<file path="src/rtl/bf16_exp2.sv">
// Iterative bfloat16 antilog: 2^x by splitting x into integer/fraction parts and
// evaluating 2^F with a shift-and-add loop against a log2(1+2^-i) constant ROM.
module bf16_exp2 #(
  parameter int MAN    = 7,
  parameter int EXP    = 8,
  parameter int BIAS   = 127,
  parameter int FRAC_W = 16,
  parameter int ITER   = 12
) (
  input  logic           clk,
  input  logic           rst,
  input  logic           sign,
  input  logic [EXP-1:0] exponent,
  input  logic [MAN-1:0] fractional,
  input  logic           input_valid,
  output logic           ready_o,
  output logic           s_res_o,
  output logic [EXP-1:0] e_res_o,
  output logic [MAN-1:0] f_res_o,
  output logic           valid_o
);
  localparam int MW = MAN + 1 + FRAC_W;
  localparam int IW = MAN + 3;
  localparam int SW = EXP + 2;
  localparam logic [EXP-1:0] E_ALL1 = {EXP{1'b1}};
  localparam logic [MAN-1:0] NAN_F  = {1'b1, {(MAN-1){1'b0}}};

  typedef enum logic [1:0] {IDLE, PREP, RUN, OUT_RES} state_t;

  state_t            state_reg;
  logic              sign_reg;
  logic [EXP-1:0]    exp_reg;
  logic [MAN-1:0]    frac_reg;
  logic [EXP-1:0]    e_keep_reg;
  logic [FRAC_W+1:0] y_reg;
  logic [FRAC_W-1:0] r_reg;
  logic [3:0]        it_reg;

  logic [SW-1:0]     sh_amt;
  logic [MW-1:0]     m_fix;
  logic [MAN:0]      int_part;
  logic [FRAC_W-1:0] frac_part;
  logic signed [IW-1:0] i_val;
  logic [FRAC_W-1:0] f_val;
  logic [IW:0]       e_val;
  logic              e_over;
  logic              e_under;
  logic              early;
  logic [EXP-1:0]    early_e;
  logic [MAN-1:0]    early_f;

  logic [FRAC_W-1:0] l_val;
  logic              take;
  logic [FRAC_W-1:0] r_step;
  logic [FRAC_W+1:0] y_step;
  logic [MAN-1:0]    f_pack;

  function automatic logic [15:0] l_rom(input logic [3:0] idx);
    case (idx)
      4'd1:    l_rom = 16'd38336;
      4'd2:    l_rom = 16'd21098;
      4'd3:    l_rom = 16'd11136;
      4'd4:    l_rom = 16'd5732;
      4'd5:    l_rom = 16'd2909;
      4'd6:    l_rom = 16'd1466;
      4'd7:    l_rom = 16'd736;
      4'd8:    l_rom = 16'd369;
      4'd9:    l_rom = 16'd184;
      4'd10:   l_rom = 16'd92;
      4'd11:   l_rom = 16'd46;
      4'd12:   l_rom = 16'd23;
      4'd13:   l_rom = 16'd12;
      4'd14:   l_rom = 16'd6;
      4'd15:   l_rom = 16'd3;
      default: l_rom = 16'd0;
    endcase
  endfunction

  // Operand classification and fixed-point split of the latched operand.
  always_comb begin
    sh_amt    = SW'(BIAS + MAN) - SW'(exp_reg);
    m_fix     = {1'b1, frac_reg, {FRAC_W{1'b0}}} >> sh_amt;
    int_part  = m_fix[MW-1:FRAC_W];
    frac_part = m_fix[FRAC_W-1:0];
    if (!sign_reg) begin
      i_val = $signed({2'b00, int_part});
      f_val = frac_part;
    end else if (frac_part == '0) begin
      i_val = -$signed({2'b00, int_part});
      f_val = '0;
    end else begin
      i_val = -$signed({2'b00, int_part}) - IW'(1);
      f_val = -frac_part;
    end
    e_val   = {i_val[IW-1], i_val} + (IW+1)'(BIAS);
    e_under = e_val[IW] || (e_val == '0);
    e_over  = !e_val[IW] && (e_val >= (IW+1)'(E_ALL1));

    early   = 1'b1;
    early_e = '0;
    early_f = '0;
    if (exp_reg == E_ALL1) begin
      if (frac_reg != '0) begin
        early_e = E_ALL1;
        early_f = NAN_F;
      end else if (!sign_reg) begin
        early_e = E_ALL1;
      end
    end else if (exp_reg == '0) begin
      early_e = EXP'(BIAS);
    end else if (exp_reg >= EXP'(BIAS + 8)) begin
      early_e = sign_reg ? '0 : E_ALL1;
    end else if (e_over) begin
      early_e = E_ALL1;
    end else if (!e_under) begin
      early = 1'b0;
    end
  end

  always_comb begin
    l_val  = FRAC_W'(l_rom(it_reg));
    take   = (r_reg >= l_val);
    r_step = take ? (r_reg - l_val) : r_reg;
    y_step = take ? (y_reg + (y_reg >> it_reg)) : y_reg;
    // y stays below 2.0 in practice; saturate rather than wrap if it ever reaches it
    f_pack = y_step[FRAC_W+1] ? {MAN{1'b1}} : y_step[FRAC_W-1 -: MAN];
  end

  assign ready_o = (state_reg == IDLE);

  always_ff @(posedge clk) begin
    if (rst) begin
      state_reg  <= IDLE;
      sign_reg   <= 1'b0;
      exp_reg    <= '0;
      frac_reg   <= '0;
      e_keep_reg <= '0;
      y_reg      <= '0;
      r_reg      <= '0;
      it_reg     <= '0;
      s_res_o    <= 1'b0;
      e_res_o    <= '0;
      f_res_o    <= '0;
      valid_o    <= 1'b0;
    end else begin
      valid_o <= 1'b0;
      case (state_reg)
        IDLE: begin
          if (input_valid) begin
            sign_reg  <= sign;
            exp_reg   <= exponent;
            frac_reg  <= fractional;
            state_reg <= PREP;
          end
        end
        PREP: begin
          y_reg      <= (FRAC_W+2)'(1) << FRAC_W;
          r_reg      <= f_val;
          it_reg     <= 4'd1;
          e_keep_reg <= e_val[EXP-1:0];
          if (early) begin
            s_res_o   <= 1'b0;
            e_res_o   <= early_e;
            f_res_o   <= early_f;
            valid_o   <= 1'b1;
            state_reg <= OUT_RES;
          end else begin
            state_reg <= RUN;
          end
        end
        RUN: begin
          y_reg  <= y_step;
          r_reg  <= r_step;
          it_reg <= it_reg + 4'd1;
          if (it_reg == 4'(ITER)) begin
            s_res_o   <= 1'b0;
            e_res_o   <= e_keep_reg;
            f_res_o   <= f_pack;
            valid_o   <= 1'b1;
            state_reg <= OUT_RES;
          end
        end
        OUT_RES: state_reg <= IDLE;
        default: state_reg <= IDLE;
      endcase
    end
  end
endmodule

</file>
<file path="config.mk">
export PLATFORM = sky130hd
export DESIGN_NAME = bf16_exp2
export DESIGN_NICKNAME = d
export VERILOG_FILES = /design/src/rtl/bf16_exp2.sv
export SDC_FILE = /design/constraint.sdc
export NUM_CORES = 1
export LEC_CHECK = 0
export ABC_CLOCK_PERIOD_IN_PS = 8550
export CAP_MARGIN = 30
export CORE_UTILIZATION = 42
export DETAILED_ROUTE_END_ITERATION = 16
export PLACE_DENSITY = 0.55
export SETUP_SLACK_MARGIN = 0.05
export SLEW_MARGIN = 10
export SYNTH_ARGS = -nofsm -noshare
export SYNTH_HDL_FRONTEND = slang
export SYNTH_SLANG_ARGS = --single-unit
export TNS_END_PERCENT = 100
</file>
<file path="constraint.sdc">
create_clock -name clk -period 8.55 [get_ports clk]
set_clock_uncertainty 0.05 [all_clocks]
set_input_delay 0.855 -clock clk [delete_from_list [all_inputs] [get_ports clk]]
set_output_delay 0.855 -clock clk [all_outputs]
set_load 0.05 [all_outputs]
</file>
==> impl_metrics.json <==
{
  "drc": 0,
  "core_um2": 21200,
  "synth_top_family_by_area": "compound AO/OA/AOI/OAI gates",
  "power_density_nw_per_um2": 288,
  "fin_util": 0.470,
  "ys_seq_area_frac": 0.210,
  "hold_viol_final": 0,
  "synth_top_cell_by_area": "dfxtp_1",
  "hold-worst-slack_ns": 0.413,
  "post_cts_buffers": 0,
  "worstSetupPathType": "reg2reg",
  "synth_cell_types": 92,
  "path_clk_slew_ns": 0.07,
  "cts_buffer_depth": 2,
  "totalWireLength_um": 26600,
  "ys.flop_type": "dfxtp_1",
  "cts_tree": "yes",
  "track_usage": 0.239,
  "synth.area.top_cells": "dfxtp_1, ha_1, a21oi_1",
  "final_common_cell": "nand2_1",
  "synth_async_sr_flop_share": 0,
  "grt_overflow_total": 0,
  "cts_resized": 0,
  "synth_edf_count": 0,
  "max_slew.worst_pin.slew_ns": 1.08,
  "crit_family": "compound AO/OA/AOI/OAI gates",
  "peakVddDrop_mv": 0.132,
  "worst_ep_required_time_ns": 8.76,
  "largest_register_ffs": 18,
  "first_global_vias": 8014,
  "ant_nets": 0,
  "crit_chain": "clkinv_1 > ha_1 > mux2_2 > mux4_2 > nand2_1 > ha_1 > inv_1 > o32a_1 > a21oi_1 > o21ai_1 > xnor2_1 > o22ai_1 > nand4_1 > xnor2_1 > a31oi_4 > a32oi_2 > buf_4 > nor2_1 > a311oi_1",
  "ys_warn_count": 0,
  "antenna_found_initial": 0,
  "ys_ff_latch": 96,
  "start_util": 0.432,
  "synthesis.area_um2": 9170,
  "setup_tns_ns": 0,
  "hold_path_class": "reg2reg",
  "grt_max_degree": 83,
  "vias": 8983,
  "synth_top_area_frac": 0.210,
  "antenna_cells": 0,
  "viasPerCell": 5.92,
  "synth_compound_area_frac": 0.281,
  "syn_inst": 1263,
  "synth_simple_gate_area_share": 0.244,
  "area_delta_synth_final_pct": 8.72,
  "die_width_um": 150,
  "cp.arrival_ns": 7.45,
  "drive_gt1_frac": 0.0716,
  "port_buffers": 35,
  "leakage_nw": 3.64,
  "final_cell_mix": "nand2_1, a21oi_1, nor2_1",
  "syn_nets": 1337,
  "critPathCaptureType": "register",
  "synth_mux_area_frac": 0.0791,
  "power.total_mw": 2.87,
  "synth_fa_ha_area_frac": 0.0767,
  "fin_crit_sh": 0.847,
  "wl_per_cell_um": 17.5,
  "dp_hpwl_um": 19400,
  "cts_hold_buf": 0,
  "die_h_um": 150,
  "fin_crit_ns": 7.24,
  "crit_fanout": 30,
  "io_pins": 37,
  "initialDrtViolationCount": 793,
  "dr.pass1.iters": 5,
  "finalSetupViolCount": 0,
  "slew_violations": 0,
  "status": "complete, no violations",
  "worst-path-buf-inv": 3,
  "start_kind": "register",
  "cp_slowest_cell": "ha_1",
  "cts-root-buf": "clkbuf_16",
  "htreeDepth": 3,
  "final_nets": 1312,
  "rsz0062_at_grt": "false",
  "max_stage_delay_ns": 0.90,
  "maxCapViolations": 0,
  "die_area_um2": 22400,
  "fmaxAchievable_ghz": 0.138,
  "synth_xor_area_frac": 0.0457,
  "slew_headroom": 0.274,
  "row_count": 53,
  "clock_latency_ns": 0.36,
  "cts_made_buffers": 9,
  "postSynthAreaPerCell_um2": 7.26,
  "gp_congestion": 0.873,
  "grt_pass1_wl_um": 42800,
  "clkSinkCount": 96
}
==> logic make-up after synthesis <==
family,after synthesis
and+or+nand+nor,477
AOI/OAI and AO/OA,385
buffers and inverters,144
DFF,96
muxes,58
adders and majority gates,55
xor gates and xnor gates,47
other,1
==> worst min-delay path, cell delays in order, from the launching register on <==
cell and delay (ns):
dfxtp_1 0.31, nand2_1 0.05, a21oi_1 0.05
==> cells in the mapped netlist, types with 10 or more instances <==
cell      count
inv_1        50
mux2i_1      32
mux2_2       15
a311oi_1     13
buf_2        15
nand3b_1     10
a211oi_1     22
nor2b_1      21
nand2b_1     15
a21oi_1     124
nand2_1     164
o21ai_0      68
ha_1         53
nand4_1      19
nand3_1      48
clkbuf_1     63
nor3_1       34
o211ai_1     17
xnor2_1      29
dfxtp_1      96
o22ai_1      17
nor2_1      111
and3_1       10
or3_1        11
mux4_2       10
a31oi_1      11
xor2_1       17
==> per-layer routing <==
metal	wire, um	vias to the layer above	global-route usage
met2	11700	205	0.369
met5	0	-	0
li1	-	4536	-
met1	13300	4213	0.348
met3	1190	29	0.0293
met4	459	0	0.0606
==> report_power, final <==
group	switching (mW)	internal [mW]	leakage (nW)
sequential	0.0816	0.546	0.783
combinational	1.16	0.642	2.70
clock	0.197	0.240	0.156
total	1.44	1.43	3.64
==> stage by stage <==
stage                     instances  instance area, um2  setup slack (ns)
after floorplan                1263                9170              2.99
after global placement         1496                9590              1.27
after detailed placement       1498                9610              1.44
after CTS                      1514                9920              1.40
after global routing           1518                9970             0.890
final                          1518                9970              1.31
==> cell type report <==
class,count,area (um2)
fillers,2178,11200
multi-input cells,1023,6680
flip-flops and latches,96,1920
repair buffers,55,519
well taps,275,344
clock buffers,10,239
inverters,53,199
clock inverters,6,72.6
==> worst paths after layout <==
kind,from,end,slack (ns),depth (start not counted)
max,exp_reg[0],e_res_o[4],1.31,19
min,r_reg[3],r_reg[3],0.41,2
max reg2reg,exp_reg[0],e_res_o[4],1.31,19
min reg2reg,r_reg[3],r_reg[3],0.41,2
(Power assumes the default switching activity.)
